File: src/rtl/popcount_tnn_seq_if.sv
// ---------------------------------------------------------------------------
// popcount_tnn_seq_if
// Bundles the chunk input handshake, the external popcount unit connection
// and the activation output handshake of popcount_tnn_seq.
//   master : environment side (chunk source, popcount unit, result sink)
//   slave  : the sequencer itself
// Signals:
//   in_valid/in_ready, in_pos, in_neg, in_last, thresh : chunk input
//   pc_operand / pc_result                             : popcount unit
//   out_valid/out_ready, out_act, out_sum              : activation output
// ---------------------------------------------------------------------------
interface popcount_tnn_seq_if #(
    parameter int ACC_W = 9
);
    logic                    in_valid;
    logic                    in_ready;
    logic [30:0]             in_pos;
    logic [30:0]             in_neg;
    logic                    in_last;
    logic signed [ACC_W-1:0] thresh;
    logic [30:0]             pc_operand;
    logic [4:0]              pc_result;
    logic                    out_valid;
    logic                    out_ready;
    logic                    out_act;
    logic signed [ACC_W-1:0] out_sum;

    modport master (
        output in_valid, in_pos, in_neg, in_last, thresh, pc_result, out_ready,
        input  in_ready, pc_operand, out_valid, out_act, out_sum
    );

    modport slave (
        input  in_valid, in_pos, in_neg, in_last, thresh, pc_result, out_ready,
        output in_ready, pc_operand, out_valid, out_act, out_sum
    );
endinterface

File: src/rtl/popcount_tnn_seq.sv
// ---------------------------------------------------------------------------
// popcount_tnn_seq
// Time-shares one external 31-input popcount unit to evaluate a ternary
// neuron over up to CHUNKS chunks. Each chunk takes three cycles: accept
// (IDLE), positive popcount (POS), negative popcount (NEG). The signed,
// saturating sum is compared to the threshold captured on the neuron's
// first chunk and the activation is offered on a valid/ready handshake.
// Ports:
//   clk  - rising-edge clock
//   rst  - synchronous active-high reset
//   bus  - popcount_tnn_seq_if.slave (chunk in, popcount unit, result out)
// ---------------------------------------------------------------------------
module popcount_tnn_seq #(
    parameter int CHUNKS = 4,
    parameter int ACC_W  = 9
) (
    input  logic               clk,
    input  logic               rst,
    popcount_tnn_seq_if.slave  bus
);
    typedef enum logic [1:0] {IDLE, POS, NEG, OUT} state_e;

    localparam int CW = (CHUNKS > 1) ? $clog2(CHUNKS) : 1;
    // Two guard bits so acc +/- 31 never wraps before clamping.
    localparam int EW = ACC_W + 2;
    localparam logic signed [EW-1:0] SMAX = EW'((64'sd1 <<< (ACC_W - 1)) - 64'sd1);
    localparam logic signed [EW-1:0] SMIN = -SMAX - EW'(1);

    state_e                  state_q;
    logic signed [ACC_W-1:0] acc_q;
    logic signed [ACC_W-1:0] thr_q;
    logic signed [ACC_W-1:0] out_sum_q;
    logic [CW-1:0]           cnt_q;
    logic                    first_q;
    logic [30:0]             pos_q;
    logic [30:0]             neg_q;
    logic                    last_q;
    logic                    out_valid_q;
    logic                    out_act_q;

    logic signed [EW-1:0]    acc_ext;
    logic signed [EW-1:0]    pc_ext;
    logic signed [EW-1:0]    sum_raw;
    logic signed [ACC_W-1:0] acc_d;

    // Saturating add in POS, saturating subtract in NEG. pc_result is
    // always taken as unsigned, even from an approximate unit.
    always_comb begin
        acc_ext = {{(EW-ACC_W){acc_q[ACC_W-1]}}, acc_q};
        pc_ext  = {{(EW-5){1'b0}}, bus.pc_result};
        sum_raw = (state_q == POS) ? (acc_ext + pc_ext) : (acc_ext - pc_ext);
        if (sum_raw > SMAX)
            acc_d = SMAX[ACC_W-1:0];
        else if (sum_raw < SMIN)
            acc_d = SMIN[ACC_W-1:0];
        else
            acc_d = sum_raw[ACC_W-1:0];
    end

    // Operand is parked at zero whenever the popcount result is unused.
    always_comb begin
        case (state_q)
            POS:     bus.pc_operand = pos_q;
            NEG:     bus.pc_operand = neg_q;
            default: bus.pc_operand = '0;
        endcase
    end

    assign bus.in_ready  = (state_q == IDLE) && !rst;
    assign bus.out_valid = out_valid_q;
    assign bus.out_act   = out_act_q;
    assign bus.out_sum   = out_sum_q;

    always_ff @(posedge clk) begin
        if (rst) begin
            state_q     <= IDLE;
            acc_q       <= '0;
            cnt_q       <= '0;
            first_q     <= 1'b1;
            pos_q       <= '0;
            neg_q       <= '0;
            last_q      <= 1'b0;
            thr_q       <= '0;
            out_valid_q <= 1'b0;
            out_act_q   <= 1'b0;
            out_sum_q   <= '0;
        end else begin
            case (state_q)
                IDLE: begin
                    if (bus.in_valid) begin
                        pos_q   <= bus.in_pos;
                        neg_q   <= bus.in_neg;
                        // The CHUNKS-th chunk closes the neuron even without in_last.
                        last_q  <= bus.in_last | (cnt_q == CW'(CHUNKS - 1));
                        if (first_q) begin
                            thr_q <= bus.thresh;
                            acc_q <= '0;
                        end
                        first_q <= 1'b0;
                        state_q <= POS;
                    end
                end
                POS: begin
                    acc_q   <= acc_d;
                    state_q <= NEG;
                end
                NEG: begin
                    acc_q <= acc_d;
                    if (last_q) begin
                        out_sum_q   <= acc_d;
                        out_act_q   <= (acc_d >= thr_q);
                        out_valid_q <= 1'b1;
                        state_q     <= OUT;
                    end else begin
                        cnt_q   <= cnt_q + 1'b1;
                        state_q <= IDLE;
                    end
                end
                OUT: begin
                    if (bus.out_ready) begin
                        out_valid_q <= 1'b0;
                        cnt_q       <= '0;
                        first_q     <= 1'b1;
                        state_q     <= IDLE;
                    end
                end
                default: state_q <= IDLE;
            endcase
        end
    end
endmodule

File: src/flat_wrapper.sv
// flat-port wrapper written by rule: the top's interface ports become plain ports
module popcount_tnn_seq_flat 
#(
    parameter int CHUNKS = 4,
    parameter int ACC_W  = 9
)
  (clk, rst, bus_in_valid, bus_in_pos, bus_in_neg, bus_in_last, bus_thresh, bus_pc_result, bus_out_ready, bus_in_ready, bus_pc_operand, bus_out_valid, bus_out_act, bus_out_sum);
  popcount_tnn_seq_if #(.ACC_W(ACC_W)) bus_i ();
  input  logic clk;
  input  logic rst;
  input wire logic [$bits(bus_i.in_valid)-1:0] bus_in_valid;
  input wire logic [$bits(bus_i.in_pos)-1:0] bus_in_pos;
  input wire logic [$bits(bus_i.in_neg)-1:0] bus_in_neg;
  input wire logic [$bits(bus_i.in_last)-1:0] bus_in_last;
  input wire logic [$bits(bus_i.thresh)-1:0] bus_thresh;
  input wire logic [$bits(bus_i.pc_result)-1:0] bus_pc_result;
  input wire logic [$bits(bus_i.out_ready)-1:0] bus_out_ready;
  output wire logic [$bits(bus_i.in_ready)-1:0] bus_in_ready;
  output wire logic [$bits(bus_i.pc_operand)-1:0] bus_pc_operand;
  output wire logic [$bits(bus_i.out_valid)-1:0] bus_out_valid;
  output wire logic [$bits(bus_i.out_act)-1:0] bus_out_act;
  output wire logic [$bits(bus_i.out_sum)-1:0] bus_out_sum;
  assign bus_i.in_valid = bus_in_valid;
  assign bus_i.in_pos = bus_in_pos;
  assign bus_i.in_neg = bus_in_neg;
  assign bus_i.in_last = bus_in_last;
  assign bus_i.thresh = bus_thresh;
  assign bus_i.pc_result = bus_pc_result;
  assign bus_i.out_ready = bus_out_ready;
  assign bus_in_ready = bus_i.in_ready;
  assign bus_pc_operand = bus_i.pc_operand;
  assign bus_out_valid = bus_i.out_valid;
  assign bus_out_act = bus_i.out_act;
  assign bus_out_sum = bus_i.out_sum;
  popcount_tnn_seq #(.CHUNKS(CHUNKS), .ACC_W(ACC_W)) u_core (.clk(clk), .rst(rst), .bus(bus_i));
endmodule
File: config.mk
export PLATFORM = sky130hd
export DESIGN_NAME = popcount_tnn_seq_flat
export DESIGN_NICKNAME = d
export VERILOG_FILES = /design/src/rtl/popcount_tnn_seq_if.sv /design/src/rtl/popcount_tnn_seq.sv /design/src/flat_wrapper.sv
export SDC_FILE = /design/constraint.sdc
export NUM_CORES = 1
export LEC_CHECK = 0
export CORE_MARGIN = 2
export CORE_UTILIZATION = 49
export DETAILED_ROUTE_END_ITERATION = 8
export PLACE_DENSITY = 0.86
export SLEW_MARGIN = 20
export SYNTH_ARGS = -nofsm -noshare
export SYNTH_HDL_FRONTEND = slang
export SYNTH_SLANG_ARGS = --single-unit
File: constraint.sdc
create_clock -name clk -period 6.2 [get_ports clk]
set_input_delay 1.24 -clock clk [delete_from_list [all_inputs] [get_ports clk]]
set_output_delay 1.24 -clock clk [all_outputs]
set_load 0.05 [all_outputs]
==> reports/metrics.yaml, run 1 <==
synth_top_family_by_area: "simple AND/OR/NAND/NOR gates"
vias: 4575
postPlaceCellArea_sq_um: 6103
htree_levels: 3
antenna_found_initial: 0
r2r-end: "u_core.bus.out_act$_SDFFE_PP0P_"
synth_top_area_share_pct: 40.26
synthCells: 613
r2r_start: "u_core.state_q[1]$_SDFFE_PP0P_"
cts_resized: 0
timing.fmax_mhz: 184.0
grt_pass1_wl_microns: 19650
portBuffers: 123
synthFlopType: "dfxtp_1"
slew_violations: 0
setup.worst_path.start_class: "input port"
synth-xor-area-share_pct: 1.971
core.rowCount: 36
period_minus_slack_ps: 5435
cts_tree: "yes"
ys_seq_area_share_pct: 40.26
slowest_delay_ps: 470
crit_path_end: "u_core.bus.out_act$_SDFFE_PP0P_"
clkTransAtPathRegs_ps: 90
postCtsSetupRepairBufs: 0
gp_congestion: 0.8636
core-area_sq_um: 9684
crit_type: "input port to flop"
synthAdderAreaFrac_pct: 9.157
num-fill-cells: 836
ant_nets: 0
power.leakage_uw: 0.002308
finalSetupViolCount: 0
dpl.hpwl_microns: 8966
top_layer_used: "met4"
clock_path_buffers: 2
avgViaCountPerCell: 5.389
layout.nets: 822
hp-class: "flop to flop"
ys_ff_latch: 97
synth.mux.area_fraction_pct: 0.7004
synthSimpleGateAreaFrac_pct: 21.76
grt-ovfl-total: 0
p_per_area_nw_per_um2: 340.8
crit_chain: "clkdlybuf4s50_1 -> inv_1 -> ha_1 -> nor3b_1 -> ha_1 -> mux2_2 -> ha_1 -> a21oi_1 -> o21ai_2 -> a311oi_2 -> xnor2_2 -> inv_2 -> maj3_2 -> ha_1 -> nand2b_1 -> a21o_1 -> a21oi_1 -> o21ai_0 -> a21oi_1 -> o41ai_1"
drc: 0
met3_length_microns: 556
first_global_vias: 4333
routedWlPerCell_microns: 14.85
skew_ps: 7.777
critPathCaptureType: "flop"
root_buffer: "clkbuf_8"
grt_util_all_layers_pct: 23.21
syn_avg_cell_area_sq_um: 7.868
area_growth_pct: 30.66
synth_cell_types: 48
wl_met1_microns: 5425
wl_met2_microns: 6392
cts_made_buffers: 9
hold_viol: 0
ys_warn_count: 0
synth_commonest_cells: "nand2_1 (156), dfxtp_1 (97), a21oi_1 (90), clkbuf_1 (33), nor2b_1 (33)"
worstPathMaxFanout: 8
die_area_sq_um: 10650
initial_core_util_pct: 49.81
worst_slew_pin_slew_ps: 955.6
wirelength_microns: 12610
cts_sinks: 97
cp.required_ps: 6440
syn_area_sq_um: 4823
die_w_microns: 103.2
io_pins: 124
drv_cap: 0
synth.most_common_cell: "nand2_1"
synth-compound-area-share_pct: 21.25
drive_above_1_share_pct: 5.307
drt_iter0_drc: 227
relSlewSlack_pct: 36.29
rrSetupSlack_ps: 1920
cts_hold_buf: 0
netlist_top_cells_area: "dfxtp_1 (40%), nand2_1 (12%), a21oi_1 (9.3%)"
critical_path_arrival_ps: 5680
syn_nets: 722
synth_top_area_cell: "dfxtp_1"
outcome: "complete, no violations"
path_common_cell: "ha_1"
post-route-period-util_pct: 87.65
grt_setup_unrepaired: "no"
grt_max_degree: 90
drtPass1Iterations: 5
reg2reg_depth: 17
ys_async_sr_fraction_pct: 0
fin_area_sq_um: 6302
diodes: 0
peakVddDrop_v: 0.0001648
clk_latency_ps: 350
finalSetupTns_ps: 0
synth_edf_count: 0
slowest_stage: "clkdlybuf4s50_1"
die_h_microns: 103.2
hp-start: "u_core.pos_q[11]$_SDFFE_PP0P_"
crit_path_start: "bus_pc_result[0]"
## power by group
| part | switching, uW | internal, uW | leakage (uW) |
|---|---|---|---|
| Clock | 210 | 195 | 0.0000944 |
| Sequential | 45.9 | 693 | 0.000793 |
| Combinational | 584 | 421 | 0.00142 |
| Total | 840 | 1310 | 0.00231 |
## final cells by class
| cell class | instances | area [sq um] | area share (%) |
|---|---|---|---|
| well taps | 133 | 166.4 | 2.640 |
| clock inverters | 4 | 55.05 | 0.8735 |
| flip-flops and latches | 97 | 1942 | 30.81 |
| inverters | 26 | 97.59 | 1.549 |
| repair buffers | 126 | 1249 | 19.81 |
| multi-input cells | 453 | 2655 | 42.13 |
| clock buffers | 10 | 137.6 | 2.184 |
## stage by stage
stage | total power, uW | std cells | setup WS (ps) | utilization (%) | hold slack [ps]
6_report | 2148 | 849 | 765.5 | 65.08 | 457.5
5_1_grt | 2296 | 849 | 558.0 | 65.08 | 479.9
4_1_cts | 2141 | 849 | 803.9 | 65.01 | 460.1
3_5_place_dp | 1738 | 835 | 421.3 | 63.02 | 447.4
3_3_place_gp | 1700 | 835 | 651.9 | 63.02 | 441.8
2_1_floorplan | 1473 | 613 | 1397 | - | 431.5
## cell families (layout without fill, tap and decap cells)
kind of cell,Yosys count,count (layout)
muxes,3,3
buffers and inverters,63,166
DFF,97,97
xor gates and xnor gates,10,10
adders and majority gates,36,36
AOI/OAI and AO/OA,164,164
and+or+nand+nor,240,240
## cell usage in the layout (no fill, tap or decap), types with 2 or more instances in the layout
| cell | count |
|---|---|
| nor2b_1 | 33 |
| clkinv_4 | 2 |
| o211ai_1 | 4 |
| clkbuf_8 | 10 |
| o21ai_0 | 9 |
| nand3_1 | 4 |
| maj3_1 | 5 |
| mux2_2 | 3 |
| inv_1 | 25 |
| a211oi_1 | 9 |
| nand2b_1 | 8 |
| a31oi_1 | 2 |
| xnor2_1 | 5 |
| nor3_1 | 4 |
| o21a_1 | 2 |
| dfxtp_1 | 97 |
| maj3_2 | 3 |
| a211o_1 | 2 |
| a22oi_1 | 31 |
| nor2_1 | 24 |
| and3_1 | 3 |
| a22o_1 | 2 |
| ha_1 | 27 |
| buf_4 | 3 |
| clkdlybuf4s50_1 | 122 |
| a21oi_1 | 90 |
| nand2_1 | 155 |
| a21o_1 | 2 |
| xor2_1 | 4 |
## registers in the layout, indices dropped and copies added, names as in the netlist, 2 cells and up
signal and flops:
u_core.thr_q 9, u_core.acc_q 9, u_core.neg_q 31, u_core.pos_q 31, u_core.bus.out_sum 9, u_core.state_q 2
u_core.cnt_q 2
## how the worst min path moves through the flow
| stage | slack [ps] | cells after the start | endpoint |
|---|---|---|---|
| after CTS | 460 | 2 | u_core.thr_q[4]$_SDFFE_PP0P_ |
| final | 460 | 2 | u_core.pos_q[11]$_SDFFE_PP0P_ |
| after global placement | 440 | 2 | u_core.pos_q[11]$_SDFFE_PP0P_ |
| after floorplan | 430 | 2 | u_core.acc_q[3]$_SDFFE_PP0P_ |
| after global routing | 480 | 2 | u_core.pos_q[20]$_SDFFE_PP0P_ |
| after detailed placement | 450 | 2 | u_core.pos_q[19]$_SDFFE_PP0P_ |
## layer usage
metal	GRT usage (%)	vias to the layer above
li1	-	2269
met1	29.92	2156
met2	39.76	133
met3	2.487	17
met4	9.615	0
met5	0	-
## worst max-delay path, delay by kind of cell
| kind | cells | cell delay (ps) |
|---|---|---|
| mux | 1 | 280 |
| compound gates | 8 | 1440 |
| fa+ha+maj | 5 | 1430 |
| buf+inv | 3 | 760 |
| xor+xnor | 1 | 200 |
| simple gates | 2 | 320 |
(Power assumes the default switching activity.)
==> run 2: changes to the inputs <==
--- a/config.mk
+++ b/config.mk
@@ -7,3 +7,3 @@
 export LEC_CHECK = 0
-export CORE_MARGIN = 2
+export CORE_MARGIN = 8
 export CORE_UTILIZATION = 49
--- a/constraint.sdc
+++ b/constraint.sdc
@@ -3,2 +3,2 @@
 set_output_delay 1.24 -clock clk [all_outputs]
-set_load 0.05 [all_outputs]
+set_load 0.1 [all_outputs]
==> run 2 against run 1 <==
  * Register-to-register slack got worse by 60 ps
  * First-iteration DRC count increased by 9.7%
  * Largest cell class unchanged
  * Count of clock-buffer cells in the layout up 1
  * Die area rose by 25%
  * Combinational power rose by 4%
==> reports/metrics.yaml, run 2 (same netlist as run 1, synthesis figures left out) <==
grt_setup_unrepaired: "no"  # unchanged
hp-start: "u_core.pos_q[11]$_SDFFE_PP0P_"  # unchanged
cts_resized: 0  # unchanged
reg2reg_depth: 17  # unchanged
drv_cap: 0  # unchanged
die_w_microns: 115.2  # was 103.2 microns
finalSetupTns_ps: 0  # unchanged
p_per_area_nw_per_um2: 341.2  # was 340.8 nW/um^2
worst_slew_pin_slew_ps: 1034  # was 955.6 ps
finalSetupViolCount: 0  # unchanged
routedWlPerCell_microns: 15.81  # was 14.85 microns
power.leakage_uw: 0.002293  # was 0.002308 uW
setup_slack_ps: 729.9  # was 765.5 ps
final_common_cell: "nand2_1"  # unchanged
core-area_sq_um: 9684  # unchanged
drive_above_1_share_pct: 5.160  # was 5.307%
core.rowCount: 36  # unchanged
critPathCaptureType: "flop"  # unchanged
grt-ovfl-total: 0  # unchanged
critical_path_arrival_ps: 5710  # was 5680 ps
reg.largest.list: "u_core.neg_q x31, u_core.pos_q x31"  # unchanged
initial_core_util_pct: 49.81  # unchanged
vias: 4542  # was 4575
grt_util_all_layers_pct: 20.16  # was 23.21%
io_pins: 124  # unchanged
portBuffers: 123  # unchanged
post-place-ws_ps: 501.7  # was 421.3 ps
cts_made_buffers: 9  # unchanged
drtPass1Iterations: 5  # unchanged
hp-class: "flop to flop"  # unchanged
num-fill-cells: 809  # was 836
clock_path_buffers: 2  # unchanged
grt_max_degree: 90  # unchanged
die_h_microns: 115.2  # was 103.2 microns
timing.fmax_mhz: 182.8  # was 184.0 MHz
worstPathMaxFanout: 8  # unchanged
mostFrequentLayoutCells: "nand2_1 (155), clkdlybuf4s50_1 (122), dfxtp_1 (97)"  # unchanged
outcome: "complete, no violations"  # unchanged
setup.worst_path.start_class: "input port"  # unchanged
gp_congestion: 0.9188  # was 0.8636
cts_sinks: 97  # unchanged
first_global_vias: 4691  # was 4333
drt_iter0_drc: 249  # was 227
postCtsSetupRepairBufs: 0  # unchanged
cts_hold_buf: 0  # unchanged
area_growth_pct: 30.01  # was 30.66%
grt_pass1_wl_microns: 21650  # was 19650 microns
diodes: 0  # unchanged
layout.nets: 822  # unchanged
clkTransAtPathRegs_ps: 90  # about the same
drc: 0  # unchanged
htree_levels: 3  # unchanged
whs_path_depth: 2  # unchanged
clk_latency_ps: 360  # was 350 ps
min_to: "u_core.pos_q[11]$_SDFFE_PP0P_"  # unchanged
avgViaCountPerCell: 5.344  # was 5.389
dpl.hpwl_microns: 9683  # was 8966 microns
skew_ps: 9.484  # was 7.777 ps
ant_nets: 0  # unchanged
hold_viol: 0  # unchanged
antenna_found_initial: 0  # unchanged
crit_type: "input port to flop"  # unchanged
cp.required_ps: 6440  # about the same
wirelength_microns: 13440  # was 12610 microns
slew_violations: 0  # unchanged
post-route-period-util_pct: 88.23  # was 87.65%
r2r-end: "u_core.bus.out_act$_SDFFE_PP0P_"  # unchanged
cts_tree: "yes"  # unchanged
period_minus_slack_ps: 5470  # was 5435 ps
die_area_sq_um: 13270  # was 10650 sq um
r2r_start: "u_core.state_q[1]$_SDFFE_PP0P_"  # unchanged
rrSetupSlack_ps: 1860  # was 1920 ps
root_buffer: "clkbuf_8"  # unchanged
peakVddDrop_v: 0.0001847  # was 0.0001648 V
relSlewSlack_pct: 30.86  # was 36.29%
## run 2: cell types whose count changed in the layout (fill, tap and decap cells not counted)
cell       previous run  this run
clkinv_2              0         1
clkbuf_8             10         9
clkbuf_1              0         2
clkinv_4              2         1
bufinv_16             1         0
inv_6                 0         1
## run 2: stage by stage
step                total power (uW)  hold WS [ps]  util, %  area, sq um  std cells
detailed placement              1769         446.9    63.07         6108        835
global placement                1733         442.2    63.02         6103        835
CTS                             2135         460.1    64.74         6270        850
floorplan                       1515         431.5        -         4823        613
finish                          2140         460.0    64.75         6271        850
global route                    2282         477.5    64.75         6271        850
## run 2: power by group
part / internal, uW / leakage, uW / switching, uW
Clock: 146 / 0.0000798 / 213
Combinational: 423 / 0.00142 / 620
Sequential: 693 / 0.000793 / 45.3
## run 2: per-layer routing
metal / vias up / wire length, microns / global-route usage, %
met2: 117 / 6697 / 35.27
met4: 0 / 467 / 10.51
li1: 2267 / - / -
met3: 34 / 552 / 4.359
met5: - / 0 / 0
met1: 2124 / 5719 / 22.51
## run 2: cell type report
class,instances,area (sq um),share of cell area [%]
repair buffers,126,1249,19.91
clock buffers,11,131.4,2.095
inverters,26,97.59,1.556
well taps,133,166.4,2.654
clock inverters,4,30.03,0.4789
flip-flops and latches,97,1942,30.97
multi-input cells,453,2655,42.34
## run 2: worst max path at each step
stage / from / end / slack, ps / cells after the start
2_1_floorplan: bus_pc_result[0] / u_core.bus.out_act$_SDFFE_PP0P_ / 1400 / 19
3_3_place_gp: bus_pc_result[0] / u_core.bus.out_act$_SDFFE_PP0P_ / 670 / 20
3_5_place_dp: bus_pc_result[0] / u_core.bus.out_act$_SDFFE_PP0P_ / 500 / 20
4_1_cts: bus_pc_result[0] / u_core.bus.out_act$_SDFFE_PP0P_ / 800 / 20
5_1_grt: bus_pc_result[0] / u_core.bus.out_act$_SDFFE_PP0P_ / 440 / 20
6_report: bus_pc_result[0] / u_core.bus.out_act$_SDFFE_PP0P_ / 730 / 20
## run 2: critical path, stage by stage
cell             delay (ps)
clkdlybuf4s50_1         480
inv_1                   170
ha_1                    220
nor3b_1                 210
ha_1                    260
mux2_2                  280
ha_1                    310
a21oi_1                 240
o21ai_2                 120
a311oi_2                340
xnor2_2                 200
inv_2                   130
maj3_2                  350
ha_1                    280
nand2b_1                120
a21o_1                  130
a21oi_1                  60
o21ai_0                 170
a21oi_1                  80
o41ai_1                 330
==> run 3: changes to the inputs <==
SLEW_MARGIN = 30   (was 20)
==> run 3 against run 2 <==
  * Clock skew is 1.9 ps higher
  * Die area stayed put
  * Core utilization is 0.45 points higher
  * Fmax is 1.9% higher
  * Hold slack worse by 1.6 ps
  * Register-to-register slack better by 70 ps
  * Count of clock-buffer cells in the layout stayed put
  * Setup slack better by 100 ps
  * Sequential share of layout area is 0.21 points lower
  * Sequential power hardly changed
  * Global-route usage is 0.30 points higher
  * Final cell count is 0.12% higher
  * Critical path type unchanged
  * Largest cell class unchanged
  * Largest power group unchanged
==> reports/metrics.yaml, run 3 (same netlist as run 1, synthesis figures left out) <==
worstPathMaxFanout: 8  # unchanged
skew_ps: 11.33  # was 9.484 ps
layout.nets: 822  # unchanged
cts_made_buffers: 9  # unchanged
gp_congestion: 0.9188  # unchanged
cts_sinks: 97  # unchanged
post-place-ws_ps: 498.0  # was 501.7 ps
clk_latency_ps: 360  # about the same
slew_violations: 0  # unchanged
r2r-end: "u_core.bus.out_act$_SDFFE_PP0P_"  # unchanged
grt_pass1_wl_microns: 21870  # was 21650 microns
crit_type: "input port to flop"  # unchanged
grt_max_degree: 90  # unchanged
finalSetupViolCount: 0  # unchanged
power.leakage_uw: 0.002317  # was 0.002293 uW
path_common_cell: "ha_1"  # unchanged
slowest_delay_ps: 470  # was 480 ps
outcome: "complete, no violations"  # unchanged
rrSetupSlack_ps: 1930  # was 1860 ps
root_buffer: "clkbuf_8"  # unchanged
met3_length_microns: 588  # was 552 microns
die_area_sq_um: 13270  # unchanged
cts_tree: "yes"  # unchanged
grt_setup_unrepaired: "no"  # unchanged
wirelength_microns: 13440  # about the same
htree_levels: 3  # unchanged
io_pins: 124  # unchanged
cp.required_ps: 6410  # was 6440 ps
avgViaCountPerCell: 5.323  # was 5.344
finalSetupTns_ps: 0  # unchanged
final_common_cell: "nand2_1"  # unchanged
min_to: "u_core.pos_q[30]$_SDFFE_PP0P_"  # was u_core.pos_q[11]$_SDFFE_PP0P_
worst_slew_pin_slew_ps: 1029  # was 1034 ps
core.rowCount: 36  # unchanged
postCtsSetupRepairBufs: 0  # unchanged
post-route-period-util_pct: 86.61  # was 88.23%
grt-ovfl-total: 0  # unchanged
drc: 0  # unchanged
clock_path_buffers: 2  # unchanged
cts_hold_buf: 0  # unchanged
reg.largest.list: "u_core.neg_q x31, u_core.pos_q x31"  # unchanged
period_minus_slack_ps: 5370  # was 5470 ps
hp-class: "flop to flop"  # unchanged
core-area_sq_um: 9684  # unchanged
dpl.hpwl_microns: 9707  # was 9683 microns
peakVddDrop_v: 0.0001839  # was 0.0001847 V
wl_met1_microns: 5678  # was 5719 microns
drtPass1Iterations: 4  # was 5
drive_above_1_share_pct: 5.571  # was 5.160%
p_per_area_nw_per_um2: 348.0  # was 341.2 nW/um^2
initial_core_util_pct: 49.81  # unchanged
wl_met2_microns: 6664  # was 6697 microns
hold_viol: 0  # unchanged
area_growth_pct: 30.92  # was 30.01%
slowest_stage: "clkdlybuf4s50_1"  # unchanged
drv_cap: 0  # unchanged
relSlewSlack_pct: 31.21  # was 30.86%
critPathCaptureType: "flop"  # unchanged
timing.fmax_mhz: 186.2  # was 182.8 MHz
whs_path_depth: 2  # unchanged
routedWlPerCell_microns: 15.79  # was 15.81 microns
path_buf_inv: 3  # unchanged
setup.worst_path.start_class: "input port"  # unchanged
hp-start: "u_core.pos_q[30]$_SDFFE_PP0P_"  # was u_core.pos_q[11]$_SDFFE_PP0P_
vias: 4530  # was 4542
r2r_start: "u_core.state_q[1]$_SDFFE_PP0P_"  # unchanged
grt_util_all_layers_pct: 20.47  # was 20.16%
portBuffers: 123  # unchanged
cts_resized: 0  # unchanged
critical-path-top-delay-family: "adder cells"  # was compound AO/OA/AOI/OAI gates
critical_path_arrival_ps: 5580  # was 5710 ps
drt_iter0_drc: 243  # was 249
antenna_found_initial: 0  # unchanged
first_global_vias: 4649  # was 4691
setup_slack_ps: 830.1  # was 729.9 ps
reg2reg_depth: 17  # unchanged
diodes: 0  # unchanged
die_h_microns: 115.2  # unchanged
clkTransAtPathRegs_ps: 90  # about the same
ant_nets: 0  # unchanged
crit_chain: "clkdlybuf4s50_1 -> inv_1 -> ha_1 -> nor3b_1 -> ha_1 -> mux2_2 -> ha_1 -> a21oi_1 -> o21ai_2 -> a311oi_2 -> xnor2_2 -> inv_2 -> maj3_2 -> ha_1 -> nand2b_1 -> a21o_1 -> a21oi_1 -> o21ai_0 -> a21oi_1 -> o41ai_1"  # unchanged
die_w_microns: 115.2  # unchanged
mostFrequentLayoutCells: "nand2_1 (155), clkdlybuf4s50_1 (122), dfxtp_1 (97)"  # unchanged
top_layer_used: "met4"  # unchanged
[run 3: cell types whose count changed in the layout (fill, tap and decap cells not counted), sizes merged]
cell / change
bufinv: +1
inv: +1
clkinvlp: -1
[run 3: cell type report]
type,instances,area (sq um)
Sequential cell,97,1942
Timing Repair Buffer,126,1249
Inverter,26,97.59
Clock buffer,11,141.4
Clock inverter,5,61.31
Fill cell,843,3369
Multi-Input combinational cell,453,2658
Tap cell,133,166.4
[run 3: report_power, final]
part,internal (uW),switching [uW]
clock network,201,223
registers,693,44.2
logic,422,614
[run 3: worst max-delay path by stage]
stage,startpoint,end,slack (ps),depth (start not counted)
6_report,bus_pc_result[0],u_core.bus.out_act$_SDFFE_PP0P_,830,20
5_1_grt,bus_pc_result[0],u_core.bus.out_act$_SDFFE_PP0P_,580,20
4_1_cts,bus_pc_result[0],u_core.bus.out_act$_SDFFE_PP0P_,880,20
3_5_place_dp,bus_pc_result[0],u_core.bus.out_act$_SDFFE_PP0P_,500,20
3_3_place_gp,bus_pc_result[0],u_core.bus.out_act$_SDFFE_PP0P_,670,20
2_1_floorplan,bus_pc_result[0],u_core.bus.out_act$_SDFFE_PP0P_,1400,19
[run 3: metal layers]
metal | track usage [%] | vias to the layer above
li1 | - | 2269
met1 | 23.81 | 2113
met2 | 34.26 | 119
met3 | 3.834 | 29
met4 | 12.43 | 0
met5 | 0 | -
[run 3: per-stage QoR]
stage          cell area, sq um  std cells  hold WS [ps]  power (uW)  utilization [%]
2_1_floorplan              4823        613         431.5        1515                -
3_3_place_gp               6103        835         442.2        1733            63.02
3_5_place_dp               6110        835         447.2        1771            63.09
4_1_cts                    6312        851         461.1        2196            65.18
5_1_grt                    6315        851         483.8        2353            65.21
6_report                   6315        851         458.5        2197            65.21
[run 3: worst reg2reg max path: cells and delay by family (launching register included)]
family	cells	cell delay [ps]
DFF	1	350
xor gates and xnor gates	1	200
and+or+nand+nor	1	140
buffers and inverters	2	270
muxes	1	420
AOI/OAI and AO/OA	8	1390
adders and majority gates	4	1350
